[src/rtl/demux_1_8_stream.sv]
// demux_1_8_stream: routes one valid/ready input stream to one of 8 registered
// output channels. Optional accepted-transfer counter under DEMUX_1_8_COUNT_EN.
//
// Ports:
//   clk, rst_n      clock, async active-low reset
//   in_data/select  payload and destination channel (0..7)
//   in_valid/ready  input handshake; ready = selected channel is free
//   out_data        8 slices of N bits, slice k = channel k
//   out_valid/ready per-channel output handshake
//   accept_count    16-bit wrapping count of accepted inputs (macro only)
module demux_1_8_stream #(
  parameter int N = 32
) (
  input  logic           clk,
  input  logic           rst_n,
  input  logic [N-1:0]   in_data,
  input  logic [2:0]     in_select,
  input  logic           in_valid,
  output logic           in_ready,
  output logic [8*N-1:0] out_data,
  output logic [7:0]     out_valid,
  input  logic [7:0]     out_ready
`ifdef DEMUX_1_8_COUNT_EN
  ,
  output logic [15:0]    accept_count
`endif
);

  logic [N-1:0] r_data [8];
  logic [7:0]   r_valid;
  logic [7:0]   w_free;
  logic [7:0]   w_load;
  logic         w_xfer;

  // A channel can take a new beat if empty or draining this cycle.
  assign w_free   = ~r_valid | out_ready;
  assign in_ready = w_free[in_select];
  assign w_xfer   = in_valid & in_ready;
  assign w_load   = w_xfer ? (8'b1 << in_select) : 8'b0;

  always_ff @(posedge clk or negedge rst_n) begin
    if (!rst_n) begin
      r_valid <= '0;
      for (int k = 0; k < 8; k++)
        r_data[k] <= '0;
    end else begin
      for (int k = 0; k < 8; k++) begin
        if (w_load[k]) begin
          r_data[k]  <= in_data;
          r_valid[k] <= 1'b1;
        end else if (out_ready[k]) begin
          r_valid[k] <= 1'b0;
        end
      end
    end
  end

  for (genvar g = 0; g < 8; g++) begin : g_out
    assign out_data[g*N +: N] = r_data[g];
  end

  assign out_valid = r_valid;

`ifdef DEMUX_1_8_COUNT_EN
  logic [15:0] r_count;

  always_ff @(posedge clk or negedge rst_n) begin
    if (!rst_n)
      r_count <= '0;
    else if (w_xfer)
      r_count <= r_count + 16'd1;
  end

  assign accept_count = r_count;
`endif

endmodule

[config.mk]
export PLATFORM = sky130hd
export DESIGN_NAME = demux_1_8_stream
export DESIGN_NICKNAME = d
export VERILOG_FILES = /design/src/rtl/demux_1_8_stream.sv
export SDC_FILE = /design/constraint.sdc
export NUM_CORES = 1
export LEC_CHECK = 0
export CORE_UTILIZATION = 50
export DETAILED_ROUTE_END_ITERATION = 7
export PLACE_DENSITY = 0.84
export SLEW_MARGIN = 20
export SYNTH_ARGS = -nofsm -noshare
export SYNTH_HDL_FRONTEND = slang
export SYNTH_SLANG_ARGS = --single-unit
[constraint.sdc]
create_clock -name clk -period 3.2 [get_ports clk]
set_clock_uncertainty 0.05 [all_clocks]
set_input_delay 0.64 -clock clk [delete_from_list [all_inputs] [get_ports clk]]
set_output_delay 0.64 -clock clk [all_outputs]
set_load 0.02 [all_outputs]
==> metrics.cfg, run 1 <==
[job]
maxCapViolations=0

[yosys]
synth_area_per_cell_um2=17.0
netlist_area_mm2=0.0100
synth_seq_cells=264
ys_seq_area_share_pct=65.9
synthArstFlopShare_pct=100
ys_warn_count=0
synth_fp_nets=636
synth_cells=590
synthDistinctLibCells=33
ys.flop_type=dfrtp_1
synth-edff-count=0

[clock_network]
postCtsSetupBuffers=0
clk_pin_slew_ns=0.06
cts-root-buf=clkbuf_16
htreeDepth=1
numCtsBuffers=27
insertion_delay_ns=0.53
cts_resized=0
tritoncts=yes
clock-sinks=264
holdBufCountCts=0
cts_buffer_depth=3

[sta]
max_freq_mhz=346
slew_headroom_pct=55.3
setup-tns-final_ns=0
slew_violations=0
final-hold-violation-count=0
fin_ws_ns=0.313
worst_slew_pin_slew_ns=0.670
fin_crit_sh_pct=90.2
min_period_ns=2.89
rsz0062_at_grt=no
setup_viol=0

[setup_path]
worst_r2r_startpoint=out_valid[4]
criticalPathCategory=primary input to output port
start_kind=primary input
arrival_ns=2.20
crit_fanout=12
required_ns=2.51
r2r_slack_ns=1.35
reg2reg_to=out_data[140]
cp-end-kind=output port
r2r_cells=3

[route]
vias_per_cell=5.22
drtIter0Drc=198
drt_first_pass_iters=4
wl_per_cell_um=22.3
route.detailed.drc=0
vias=6296
ant_nets=0
drt-total-wl_um=26900

[grt]
antenna_found_initial=2
grt_max_degree=86
grt_pass1_wl_um=40600
grt_pass1_vias=6775
grt_usage_pct=26.4
gr-total-overflow=0

[floorplanning]
initial_utilization_pct=51.3
die_area_mm2=0.0206
die_x_um=144
rows=51
core_mm2=0.0195
die_h_um=144
io_pins=311

[place]
pre_cts_ws_ns=0.328
io_buffers=310
gp_congestion=0.769
dp_hpwl_um=17400

[outcome]
status=finished clean

[layout]
area_growth_pct=43.4
fin_nets=967
layout_commonest_cell=clkdlybuf4s50_1
fin_util_pct=73.6
num-fill-cells=1252
final_cell_mix=clkdlybuf4s50_1, dfrtp_1, mux2_2
drive_above_1_share_pct=34.9

[pwr]
combinationalPowerShare_pct=32.2
power_leakage_nw=6.13
power.density_mw_per_mm2=771
vdd_drop_max_uv=603
share_clk_of_total_power_pct=27.4
p_switching_mw=3.42
internal_power_mw=7.66
seq_power_share_pct=40.4
p_sw_share_pct=30.9

[worst_hold_path]
hold_class=primary input to async pin

==> how the worst max path moves through the flow <==
stage / startpoint / to / slack [ns] / cells past startpoint
after CTS: in_select[0] / in_ready / 0.32 / 5
after detailed placement: in_select[0] / in_ready / 0.33 / 5
final: in_select[0] / in_ready / 0.31 / 5
after floorplan: in_select[1] / in_ready / 0.87 / 4
after global routing: in_select[0] / in_ready / 0.22 / 5
after global placement: in_select[0] / in_ready / 0.33 / 5
==> critical path: stages <==
cell and delay, ns:
clkdlybuf4s50_1 0.67, and4bb_2 0.27, a311o_1 0.32, o22ai_1 0.12, buf_4 0.18
==> registers in the layout, indices dropped and copies added, names as in the netlist <==
signal	flops
out_data	256
out_valid	8
==> cell families (layout without fill, tap and decap cells) <==
kind of cell / Yosys count / after routing / synth area share (%)
compound gates: 9 / 9 / 0.661
buf+inv: 28 / 378 / 2.02
flops: 264 / 264 / 65.9
mux: 256 / 256 / 28.8
other cells: 0 / 1 / 0
simple gates: 33 / 33 / 2.66
==> cell usage after synthesis, types with 2 or more instances <==
master      n  share of area, %
inv_1       2             0.075
nand2_1     5              0.19
nand3b_1    2              0.15
buf_2       9              0.45
nand2b_1    6              0.37
or3b_2      2              0.17
nor2b_1     4              0.25
mux2_1      8              0.90
dfrtp_1   264                66
mux2_2    248                28
nand3_2     2              0.20
buf_4      11              0.82
o21bai_1    2              0.15
buf_6       6              0.67
==> cell type report <==
| cell class | count | area, um^2 | share of cell area, % |
|---|---|---|---|
| sequential | 264 | 6610 | 45.9 |
| antenna | 1 | 2.50 | 0.0174 |
| clock inverter | 14 | 109 | 0.757 |
| clock buffer | 34 | 752 | 5.23 |
| timing repair buffer | 328 | 3340 | 23.2 |
| multi-input combinational | 298 | 3230 | 22.5 |
| tap | 265 | 332 | 2.31 |
| inverter | 2 | 7.51 | 0.0522 |
==> through the flow <==
step | hold WS (ns) | area [um^2] | total power [mW] | instances
after global routing | 0.104 | 14400 | 11.5 | 1206
final | 0.0518 | 14400 | 11.1 | 1206
after global placement | 0.418 | 13500 | 7.97 | 1157
after detailed placement | 0.424 | 13500 | 8.07 | 1157
after floorplan | 0.294 | 10000 | 6.11 | 590
after CTS | 0.0827 | 14400 | 11.2 | 1205
==> per-layer routing <==
layer | up-vias | global-route usage (%) | part of all wire, %
met5 | - | 0 | 0
met4 | 0 | 8.06 | 2.2
met3 | 34 | 8.76 | 9.0
met2 | 246 | 44.5 | 49
met1 | 3256 | 32.2 | 40
li1 | 2760 | - | -
==> power groups by stage <==
stage          Combinational, mW  Clock (mW)  Sequential (mW)
2_1_floorplan              0.702           0             5.41
5_1_grt                     3.73        3.23             4.56
4_1_cts                     3.60        3.09             4.48
3_5_place_dp                3.56           0             4.51
6_report                    3.57        3.04             4.47
3_3_place_gp                3.51           0             4.47
(Power assumes the default switching activity.)
==> run 2: changes to the inputs <==
- SETUP_SLACK_MARGIN: default -> 0.15
==> results of run 2 <==
The final DEF is identical to that of run 1; final timing and power are the same.
